### config.mk
export PLATFORM = sky130hd
export DESIGN_NAME = mb8_word_ctl
export DESIGN_NICKNAME = d
export VERILOG_FILES = /design/src/rtl/mb8_word_ctl.sv
export SDC_FILE = /design/constraint.sdc
export NUM_CORES = 1
export LEC_CHECK = 0
export ABC_AREA = 1
export BUFFER_PORTS_ARGS = -buffer_cell sky130_fd_sc_hd__buf_2
export CAP_MARGIN = 25
export CORE_UTILIZATION = 44
export CTS_CLUSTER_SIZE = 10
export DETAILED_ROUTE_END_ITERATION = 16
export PLACE_DENSITY = 0.7
export SETUP_SLACK_MARGIN = 0.05
export SYNTH_ARGS = -nofsm -noshare
export SYNTH_HDL_FRONTEND = slang
export SYNTH_SLANG_ARGS = --single-unit
### constraint.sdc
create_clock -name clk -period 2.2 [get_ports clk]
set_clock_uncertainty 0.2 [all_clocks]
set_input_delay 0.22 -clock clk [delete_from_list [all_inputs] [get_ports clk]]
set_output_delay 0.22 -clock clk [all_outputs]
set_load 0.005 [all_outputs]
### src/rtl/mb8_word_ctl.sv
// mb8_word_ctl: byte/word load-store sequencer for the 8-bit mb8_io memory bus.
// Define MB8_LITTLE_ENDIAN_EN for little-endian word layout (default big-endian).
module mb8_word_ctl #(
    parameter int ASZ = 17
) (
    input  logic           clk,
    input  logic           rst_n,
    input  logic           req_valid,
    output logic           req_ready,
    input  logic           req_we,
    input  logic           req_word,
    input  logic [ASZ-1:0] req_addr,
    input  logic [15:0]    req_wdata,
    output logic           rsp_valid,
    output logic [15:0]    rsp_data,
    output logic [ASZ-1:0] ai,
    output logic [7:0]     vi,
    output logic           we,
    input  logic [7:0]     vo
);

    localparam logic [1:0] S_IDLE = 2'd0;
    localparam logic [1:0] S_B0   = 2'd1;
    localparam logic [1:0] S_B1   = 2'd2;
    localparam logic [1:0] S_RCAP = 2'd3;

    localparam logic [ASZ-1:0] ONE = 1;

    logic [1:0]  state;
    logic        word_q;
    logic [7:0]  second_q;
    logic [7:0]  first_q;
    logic [7:0]  first_byte;
    logic [7:0]  second_byte;
    logic [15:0] word_data;

    assign req_ready = (state == S_IDLE);

    // Store data split into bus order: byte for A, then byte for A+1
    always_comb begin
`ifdef MB8_LITTLE_ENDIAN_EN
        first_byte  = req_wdata[7:0];
        second_byte = req_wdata[15:8];
`else
        first_byte  = req_word ? req_wdata[15:8] : req_wdata[7:0];
        second_byte = req_wdata[7:0];
`endif
    end

    // Word load result from mem[A] (first_q) and mem[A+1] (vo)
    always_comb begin
`ifdef MB8_LITTLE_ENDIAN_EN
        word_data = {vo, first_q};
`else
        word_data = {first_q, vo};
`endif
    end

    // Sequencer: issue one or two byte cycles, capture read data one cycle late
    always_ff @(posedge clk or negedge rst_n) begin
        if (!rst_n) begin
            state     <= S_IDLE;
            ai        <= '0;
            vi        <= '0;
            we        <= 1'b0;
            rsp_valid <= 1'b0;
            rsp_data  <= '0;
            word_q    <= 1'b0;
            second_q  <= '0;
            first_q   <= '0;
        end else begin
            rsp_valid <= 1'b0;
            case (state)
                S_IDLE: begin
                    if (req_valid) begin
                        ai       <= req_addr;
                        we       <= req_we;
                        vi       <= first_byte;
                        word_q   <= req_word;
                        second_q <= second_byte;
                        state    <= S_B0;
                    end
                end
                S_B0: begin
                    if (word_q) begin
                        ai    <= ai + ONE;
                        vi    <= second_q;
                        state <= S_B1;
                    end else if (we) begin
                        we        <= 1'b0;
                        rsp_valid <= 1'b1;
                        state     <= S_IDLE;
                    end else begin
                        state <= S_RCAP;
                    end
                end
                S_B1: begin
                    if (we) begin
                        we        <= 1'b0;
                        rsp_valid <= 1'b1;
                        state     <= S_IDLE;
                    end else begin
                        first_q <= vo;
                        state   <= S_RCAP;
                    end
                end
                S_RCAP: begin
                    rsp_data  <= word_q ? word_data : {8'h00, vo};
                    rsp_valid <= 1'b1;
                    we        <= 1'b0;
                    state     <= S_IDLE;
                end
                default: state <= S_IDLE;
            endcase
        end
    end

endmodule

Word-level counts from Yosys, hierarchy flattened
Cells that the tools add are included.
{ "classes": {"add_sub_neg": 1, "eq_ne": 6, "mux": 18, "bitwise_logic": 1, "n_reduce_logical": 7} }
{ "ops": {"columns": ["op", "n"], "rows": [
  ["17-bit two-way mux", 2],
  ["17-bit one-hot mux with 2 select lines", 1],
  ["8-bit two-way mux", 3],
  ["17-bit by 1-bit adder with 17-bit output, second input constant", 1],
  ["16-bit two-way mux", 1],
  ["8-bit one-hot mux with 2 select lines", 1],
  ["2-bit one-hot mux with 4 select lines", 1],
  ["2-bit two-way mux", 3],
  ["2-bit != test, second input constant", 3],
  ["1-bit one-hot mux with 3 select lines", 2],
  ["2-bit AND reduction", 3],
  ["2-bit == test, second input constant", 2],
  ["1-bit two-way mux", 4],
  ["3-bit AND reduction", 1],
  ["2-bit by 1-bit == test with 1-bit output, second input constant", 1],
  ["2-bit zero test", 1],
  ["2-bit nonzero test", 1],
  ["2-bit OR reduction", 1],
  ["1-bit NOT", 1]
]} }
{ "word_totals": {"ff_bits": 62, "out_inout_bits": 44, "wordCells": 42} }

Depth between registers and ports, before layout
Gate-level depths: netlist of run 1.
{ "logic_depth": {"word_depth": 3, "depth_mapped": 9} }

Worst setup path before layout of run 1
Ideal clock, no wire load.
{ "synth_path": {"kind": "register to register", "from": "reg ai[1]", "to": "reg ai[16]", "setup_ps": 116, "arrival_ps": 1203, "t_required_ps": 1884, "path_slack_ps": 680, "stages_incl_launch_ff": 9, "n_path_buf": 0, "path_cell_list": "dfrtp_1 ha_1 nand2_1 nor2_1 nand2_1 o21ai_0 nand3_1 nand2_1 nand2_1"} }
{ "synth_between": {"elab_chain_cells": 3} }
{ "synth_lines": {"columns": ["item", "line_no", "text"], "rows": [
  ["start: declaration", "16", "output logic [ASZ-1:0] ai,"],
  ["start signal: assignment", "76", "ai <= req_addr;"],
  ["start signal: assignment", "86", "ai <= ai + ONE;"],
  ["17-bit by 1-bit adder with 17-bit output", "86", null],
  ["17-bit two-way mux", "85", "if (word_q) begin"],
  ["17-bit one-hot mux with 2 select lines", "73", "case (state)"]
]} }
Every way passes these cells. The select of a mux whose other input is x is not followed.
A chain may end at the register's enable or synchronous reset.

Final worst setup path of run 1
{ "layout_path": {"from": "reg state[0]", "to": "reg vi[5]"} }
{ "layout_between": {"elab_chain_cells": 3, "elab_cells_between_ends": 7, "cone_classes": "3 x eq/ne; 1 x mux; 3 x reduce/logical"} }
{ "layout_lines": {"columns": ["item", "line_no", "text"], "rows": [
  ["start: declaration", "29", "logic [1:0] state;"],
  ["start signal: assignment", "62", "state <= S_IDLE;"],
  ["start signal: assignment", "81", "state <= S_B0;"],
  ["start signal: assignment", "88", "state <= S_B1;"],
  ["2-bit by 1-bit == test with 1-bit output / 2-bit zero test (equally long branches)", "73", null],
  ["2-bit != test (no line) / 2-bit nonzero test (equally long branches)", null, null],
  ["3-bit AND reduction (no line)", null, null],
  ["end signal: assignment", "78", "vi <= first_byte;"],
  ["end signal: assignment", "87", "vi <= second_q;"],
  ["end: declaration", "17", "output logic [7:0] vi,"]
]} }
Several ways; a longest one is shown, not always the timed one.

==> results of run 1 <==
repair_timing:
action                                  in CTS  in global routing
hold endpoints to repair                    89                  0
hold buffers                                21                  0
endpoints found under the setup margin       0                  0
kinds of logic after synthesis:
kind of cell	Yosys count	share of synthesized area (%)
buf+inv	60	8.502
mux	1	0.3643
simple gates	199	25.95
flops	62	50.20
compound gates	87	14.58
fa+ha+maj	1	0.4048
final cells by class:
class | instances | area, um^2
clock buffer | 12 | 145.1
clock inverter | 4 | 22.52
fill | 609 | 2800
inverter | 42 | 157.7
multi-input combinational | 288 | 1276
sequential | 62 | 1551
tap | 96 | 120.1
timing repair buffer | 117 | 720.7
layout by cell type (no fill, tap or decap), types with 2 or more instances in the layout:
cell / n
sky130_fd_sc_hd__nor2_1: 47
sky130_fd_sc_hd__buf_2: 89
sky130_fd_sc_hd__o21ai_1: 9
sky130_fd_sc_hd__nand2_2: 2
sky130_fd_sc_hd__buf_4: 6
sky130_fd_sc_hd__a31oi_1: 2
sky130_fd_sc_hd__o21ai_0: 59
sky130_fd_sc_hd__dlygate4sd3_1: 21
sky130_fd_sc_hd__clkbuf_1: 2
sky130_fd_sc_hd__dfrtp_1: 62
sky130_fd_sc_hd__nand4_1: 4
sky130_fd_sc_hd__clkinv_2: 3
sky130_fd_sc_hd__clkbuf_8: 10
sky130_fd_sc_hd__nand2_1: 121
sky130_fd_sc_hd__a21oi_1: 12
sky130_fd_sc_hd__nand3_1: 21
sky130_fd_sc_hd__inv_1: 39
sky130_fd_sc_hd__inv_2: 3
state kept, by name (all words and copies together), names as in the netlist:
register   count
state          2
rsp_valid      1
vi             8
word_q         1
first_q        8
ai            17
rsp_data      16
second_q       8
we             1
worst paths after layout:
kind / endpoint / cells after the start / slack (ns) / from
worst min register to register: second_q[2] / 2 / 0.28 / second_q[2]
min in group asynchronous: rsp_data[11] / 3 / 0.23 / rst_n
worst max-delay path: vi[5] / 5 / 0.37 / state[0]
max in group asynchronous: ai[3] / 3 / 1.29 / rst_n
worst max register to register: vi[5] / 5 / 0.37 / state[0]
worst min-delay path: ai[10] / 5 / 0.02 / req_addr[10]
power groups by stage:
| stage | Clock, W | Sequential (W) | Combinational [W] |
|---|---|---|---|
| floorplan | 0 | 0.00210 | 0.00168 |
| global placement | 0 | 0.00215 | 0.00236 |
| detailed placement | 0 | 0.00216 | 0.00243 |
| CTS | 0.000889 | 0.00215 | 0.00247 |
| global route | 0.000941 | 0.00223 | 0.00286 |
| finish | 0.000876 | 0.00215 | 0.00246 |
worst register-to-register path: cells and delay by family (launching register included):
family          cells  cell delay (ns)
flops               1             0.46
compound gates      3             0.53
simple gates        1             0.24
buf+inv             1             0.33
through the flow:
step	cells	util (%)
2_1_floorplan	410	-
4_1_cts	621	58.78
6_report	621	58.78
3_3_place_gp	584	53.22
3_5_place_dp	584	53.22
5_1_grt	621	58.78
routing by layer:
metal | track usage (%) | wire (um)
met1 | 30.66 | 3575
met5 | 0 | 0
met2 | 35.85 | 3578
met3 | 3.754 | 357
met4 | 10.45 | 164
==> results.txt, run 1 <==
----------------------------------------------------
[Global route]
  Vias in the first global route ... 2810
  Wire length of the first global-routing pass ... 12.90 mm
  Largest net degree at the start of global routing ... 63
  Global-route usage over all layers ... 22.65%
  Grt total ovfl ... 0
  Number of antenna violations at the first check in global routing ... 0

[STA]
  Highest Clock Rate ... 546.8 MHz
  Minimum setup slack in the final design ... 0.3711 ns
  Post-route minimum period ... 1.829 ns
  Worst Max-Slew Pin Slew ... 0.5274 ns
  Sum of negative setup slack ... 0 ns
  Max-slew violation count ... 0
  Worst hold slack after final layout ... 0.01555 ns
  Final setup violation count ... 0
  Ratio of final minimum period to clock period ... 83.13%
  Unrepaired setup endpoints after global routing ... no
  Slew Limit Headroom ... 64.79%
  Final hold vios ... 0

[Worst setup path]
  Cell family with most CP delay ... compound AO/OA/AOI/OAI gates
  Critical-path top delay cell ... sky130_fd_sc_hd__dfrtp_1
  Worst-path cell chain ... a21oi_2 -> nand2_1 -> inv_2 -> o21ai_0 -> o21ai_1
  Sort of element at the end of the critical path ... flip-flop
  Worst stage delay on the critical path ... 0.46 ns
  Critical path type ... flip-flop to flip-flop
  Sum of buffers and inverters on the critical path ... 1
  Largest fanout on the critical path ... 21
  Required time of the worst setup path ... 2.26 ns
  Crit path launch type ... flip-flop
  Worst EP arrival ... 1.89 ns

[Yosys]
  Most frequently used cell type in the post-synthesis netlist ... sky130_fd_sc_hd__nand2_1
  Number of flops mapped to enable cells by yosys ... 0
  Distinct cell type count after synthesis ... 27
  Fraction of synthesis flops using an asynchronous set or reset pin ... 100.0%
  Mapped Nets ... 457
  Largest area contributor in the netlist ... sky130_fd_sc_hd__dfrtp_1
  Most numerous cell types in the synthesized netlist ... 121 x sky130_fd_sc_hd__nand2_1, 62 x sky130_fd_sc_hd__dfrtp_1, 59 x sky130_fd_sc_hd__o21ai_0, 47 x sky130_fd_sc_hd__nor2_1, 39 x sky130_fd_sc_hd__inv_1
  #FFs+latches synth ... 62
  Flip-flop cell with the highest count after synthesis ... sky130_fd_sc_hd__dfrtp_1
  Ys Warns ... 0
  Cell Area, Synth ... 0.003090 mm^2
  Area contributors post-synth ... sky130_fd_sc_hd__dfrtp_1 50%, sky130_fd_sc_hd__nand2_1 15%, sky130_fd_sc_hd__o21ai_0 9.6%
  Sequential fraction of the synthesis area ... 50.20%
  Number of instances in the synthesized netlist ... 410
  Syn Area/Cell ... 7.538 um^2
  Fraction of post-synthesis cell area in the top cell type by area ... 50.20%

[Clocking]
  Setup Buffers After CTS ... 0
  Skew-Pair Late Insertion Delay ... 0.33 ns
  Clock tree from TritonCTS ... built
  CTS Buffer Depth ... 2
  Quantity of gates resized following cts ... 0
  Clock H-tree levels ... 3
  Clk sink count ... 62
  Root buffer selected by CTS ... sky130_fd_sc_hd__clkbuf_8
  Clock input transition at the sequential cells of the worst setup and hold paths ... 0.07 ns
  Number of buffers added by the clock tree synthesis step ... 9

[Drt]
  Pre-antenna DRT Iters ... 4
  Violation count after the first detailed-route iteration ... 211
  Routed Antenna Nets ... 0
  Vias per Instance ... 4.844
  WL final ... 7.675 mm
  Post-DR wirelength/cell ... 12.36 um
  Overall via count from detail_route ... 3008
  DRC Markers ... 0

[Floorplanning]
  Chip Height ... 85.81 um
  Core box area ... 0.006794 mm^2
  DIE AREA ... 0.007363 mm^2
  Width of the die ... 85.81 um
  Total number of placement rows ... 30
  Initial Utilization ... 45.49%
  Number of top-level pins ... 90

[Place]
  RD Place Congestion ... 0.8307
  Detailed Place HPWL ... 5.059 mm
  Buffers on Ports ... 89
  Cell area after placement ... 0.003616 mm^2
  Pre-CTS WS ... 0.3979 ns

[Pwr]
  Gate power share ... 44.9%
  Power after layout ... 0.005488 W
  Switch share ... 43.33%
  Ratio of total power to cell area ... 1374 mW/mm^2
  P_int ... 0.003110 W
  Fraction of power consumed by the clock network ... 16.0%
  Proportion of power drawn by flip-flops and latches ... 39.2%
  Worst voltage drop across the vdd grid ... 0.0006739 V
  Static leakage ... 2.093 nW
  Switch Pwr ... 0.002378 W

[Final layout]
  Nets ... 567
  Fraction of final layout cells sized beyond drive strength 1 ... 22.86%
  Area added between synthesis and finish ... 29.23%
  Number of diodes added for antenna fixing ... 0
  Area of all placed cells without fillers ... 0.003994 mm^2

[Hold path]
  Hold crit path type ... primary input to flip-flop

[Run status]
  Outcome ... finished, final reports clean

[Run]
  Max-capacitance violation count ... 0

----------------------------------------------------
Power figures use the tool's default switching activity.
==> run 2, diff against run 1 <==
Settings changed: PLACE_DENSITY 0.7 to 0.72.
Clock period 2.2 ns to 1.55 ns, I/O delays scaled along.
==> run 2 against run 1 <==
The flow now finishes with violations (setup timing). Non-clock buffer count grew 52. Highest routed layer unchanged. First-iteration DRC count up 36%. Via count is 12% higher. Design area is 19% higher. Critical path type unchanged. Utilization increased by 11 points.
==> results.txt, run 2 (synthesis gave the netlist of run 1 again) <==
----------------------------------------------------
[Worst setup path]
  R2R Path End ... ai[12]
  Largest fanout on the critical path ... 4 (-81%)
  Sum of buffers and inverters on the critical path ... 1 (unchanged)
  Cell mode on critical path ... sky130_fd_sc_hd__nand2_1
  Worst-path cell chain ... nand2_1 -> nor2_1 -> buf_4 -> nand3_2 -> nand2_2 -> nand3_2 -> nand2_1 -> nand2_1
  Cell count of the worst reg-to-reg path ... 8 (+3)
  Critical path type ... flip-flop to flip-flop
  Worst EP arrival ... 1.62 ns (-0.27 ns)
  Crit path launch type ... flip-flop
  Register-to-Register Setup Slack ... -0.04 ns (-0.42 ns)
  Sort of element at the end of the critical path ... flip-flop
  Critical-path top delay cell ... sky130_fd_sc_hd__dfrtp_1
  Cell family with most CP delay ... simple AND/OR/NAND/NOR gates
  Worst stage delay on the critical path ... 0.45 ns (about the same)
  Source of the worst register-to-register timing path ... ai[6]
  Required time of the worst setup path ... 1.57 ns (-0.69 ns)

[Floorplanning]
  Width of the die ... 85.81 um (unchanged)
  Initial Utilization ... 45.49% (unchanged)
  Chip Height ... 85.81 um (unchanged)
  DIE AREA ... 0.007363 mm^2 (unchanged)
  Total number of placement rows ... 30 (unchanged)
  Number of top-level pins ... 90 (unchanged)
  Core box area ... 0.006794 mm^2 (unchanged)

[Clocking]
  CTS Buffer Depth ... 2 (unchanged)
  Clk sink count ... 62 (unchanged)
  Skew-Pair Late Insertion Delay ... 0.34 ns (about the same)
  Clock input transition at the sequential cells of the worst setup and hold paths ... 0.07 ns (about the same)
  Number of buffers added by the clock tree synthesis step ... 9 (unchanged)
  Root buffer selected by CTS ... sky130_fd_sc_hd__clkbuf_8
  Clock tree from TritonCTS ... built
  Clock H-tree levels ... 3 (unchanged)

[Final layout]
  Non-filler instance count after layout ... 673 (+8.4%)
  Nets ... 619 (+9.2%)
  Max FFs per register ... 17 (unchanged)
  Number of diodes added for antenna fixing ... 0 (unchanged)
  Register ranked first by flip-flop count ... ai
  Area added between synthesis and finish ... 53.40%
  Commonest non-fill, non-tap cell in the layout ... sky130_fd_sc_hd__nand2_1
  Final core utilization ... 69.78% (+11 points)
  Fraction of final layout cells sized beyond drive strength 1 ... 33.62% (+11 points)
  Largest registers ranked by flip-flop count ... ai: 17 flops, rsp_data: 16 flops
  Top library cells by usage in the layout, fill and taps aside ... 107 x sky130_fd_sc_hd__nand2_1, 88 x sky130_fd_sc_hd__buf_2, 58 x sky130_fd_sc_hd__dfrtp_1

[Hold path]
  Worst hold endpoint ... vi[5]
  Startpoint of the tightest hold check path ... req_wdata[13]
  Hold crit path type ... primary input to flip-flop
  Cell count of the worst hold path ... 5 (unchanged)

[Run]
  Max-capacitance violation count ... 0 (unchanged)

[Run status]
  Failing checks ... setup timing
  Outcome ... complete, but fails checks

[Place]
  RD Place Congestion ... 0.8302 (about the same)
  Total placed cells including tap cells ... 609 (+4.3%)
  Buffers on Ports ... 89 (unchanged)
  Pre-CTS WS ... -0.03872 ns (-0.4366 ns)
  Detailed Place HPWL ... 5.594 mm (+11%)

[Global route]
  Met1 track demand over resource in global routing ... 29.93% (-0.73 points)
  Wire length of the first global-routing pass ... 13.65 mm (+5.8%)
  Largest net degree at the start of global routing ... 32 (-49%)
  Met2 track demand over resource in global routing ... 39.56% (+3.7 points)
  Vias in the first global route ... 3079 (+9.6%)
  GRT busiest layer ... met2
  Number of antenna violations at the first check in global routing ... 0 (unchanged)
  Global-route track usage on met3 ... 3.850% (+0.096 points)
  Global-route usage over all layers ... 23.69% (+1.0 points)
  Grt total ovfl ... 0 (unchanged)

[Pwr]
  Static leakage ... 2.413 nW (+15%)
  Ratio of total power to cell area ... 2017 mW/mm^2 (+47%)
  Worst voltage drop across the vdd grid ... 0.001415 V (+110%)

[STA]
  Highest Clock Rate ... 627.2 MHz (+15%)
  Post-route minimum period ... 1.594 ns (-0.2346 ns)
  Slew Limit Headroom ... 73.16% (+8.4 points)
  Ratio of final minimum period to clock period ... 102.9% (+20 points)
  Minimum setup slack in the final design ... -0.04427 ns (-0.4154 ns)
  Final setup violation count ... 3 (+3)
  Final hold vios ... 0 (unchanged)
  Worst Max-Slew Pin Slew ... 0.4026 ns (-0.1248 ns)
  Max-slew violation count ... 0 (unchanged)
  Unrepaired setup endpoints after global routing ... yes

[Drt]
  DRC Markers ... 0 (unchanged)
  Pre-antenna DRT Iters ... 5 (+1)
  Overall via count from detail_route ... 3363 (+12%)
  Post-DR wirelength/cell ... 13.25 um (+7.2%)
  Vias per Instance ... 4.997 (+3.2%)
  WL final ... 8.916 mm (+16%)
  Routed Antenna Nets ... 0 (unchanged)
  Violation count after the first detailed-route iteration ... 286 (+36%)

----------------------------------------------------
## run 2: changes by cell type in the layout (fill, tap and decap cells not counted), moves of 4 or more
cell and change:
sky130_fd_sc_hd__dlygate4sd3_1 +17, sky130_fd_sc_hd__nand3_1 -5, sky130_fd_sc_hd__nand2_2 +10, sky130_fd_sc_hd__nor2_4 +4
sky130_fd_sc_hd__dfrtp_2 +4, sky130_fd_sc_hd__buf_6 +12, sky130_fd_sc_hd__dfrtp_1 -4, sky130_fd_sc_hd__nor2_1 -9
sky130_fd_sc_hd__nor2_2 +5, sky130_fd_sc_hd__nand2_1 -14, sky130_fd_sc_hd__buf_4 +21, sky130_fd_sc_hd__o21ai_1 +7
sky130_fd_sc_hd__o21ai_0 -9, sky130_fd_sc_hd__nand3_2 +4
## run 2: worst max-delay path by stage
stage,from,endpoint,slack (ns),cells after the start
3_5_place_dp,state[0],ai[2],-0.04,5
2_1_floorplan,ai[1],ai[16],0.06,8
6_report,ai[6],ai[12],-0.04,8
5_1_grt,ai[6],ai[12],-0.15,8
4_1_cts,state[0],req_ready,0.03,3
3_3_place_gp,state[0],first_q[5],0.005,5
## run 2: timing repair
action                                 4_1_cts  5_1_grt
setup buffers                                2        8
pin swaps                                    2       17
hold buffers                                38        0
cloned                                       0        1
setup endpoints to repair                   34       58
endpoints found under the hold margin      106        0
gates resized for setup                     17       67
## run 2: layout make-up
type	count	area, um^2
Fill cell	551	2053
Sequential cell	62	1556
Multi-Input combinational cell	288	1453
Timing Repair Buffer	169	1244
Inverter	42	177.7
Clock buffer	10	127.6
Tap cell	96	120.1
Clock inverter	6	62.56
## run 2: report_power, final
part           switching (W)  internal [W]  total [W]
Clock               0.000658      0.000740    0.00140
Sequential          0.000683       0.00242    0.00310
Combinational        0.00274       0.00233    0.00506
Total                0.00408       0.00549    0.00956
## run 2: metrics by stage
step	instance area, um^2	power [W]	hold WS, ns	setup TNS, ns
after floorplan	3093	0.005369	-0.3406	0
final	4741	0.009564	0.01184	-0.05918
after global routing	4741	0.01036	0.03091	-1.108
after detailed placement	3806	0.006988	-0.09918	-0.3640
after CTS	4443	0.008672	0.001291	0
after global placement	3806	0.006831	-0.09625	0
## run 2: tightest hold or removal path, cell delays in order
cell and delay (ns):
sky130_fd_sc_hd__buf_2 0.07, sky130_fd_sc_hd__nand2_1 0.04, sky130_fd_sc_hd__o21ai_0 0.08, sky130_fd_sc_hd__nor2_1 0.05
sky130_fd_sc_hd__o21ai_1 0.12
## run 2: metal layers
layer	wire length, um	vias to the layer above
met1	3746	1595
met2	4555	109
met5	0	-
met4	245	0
met3	368	22
li1	-	1637
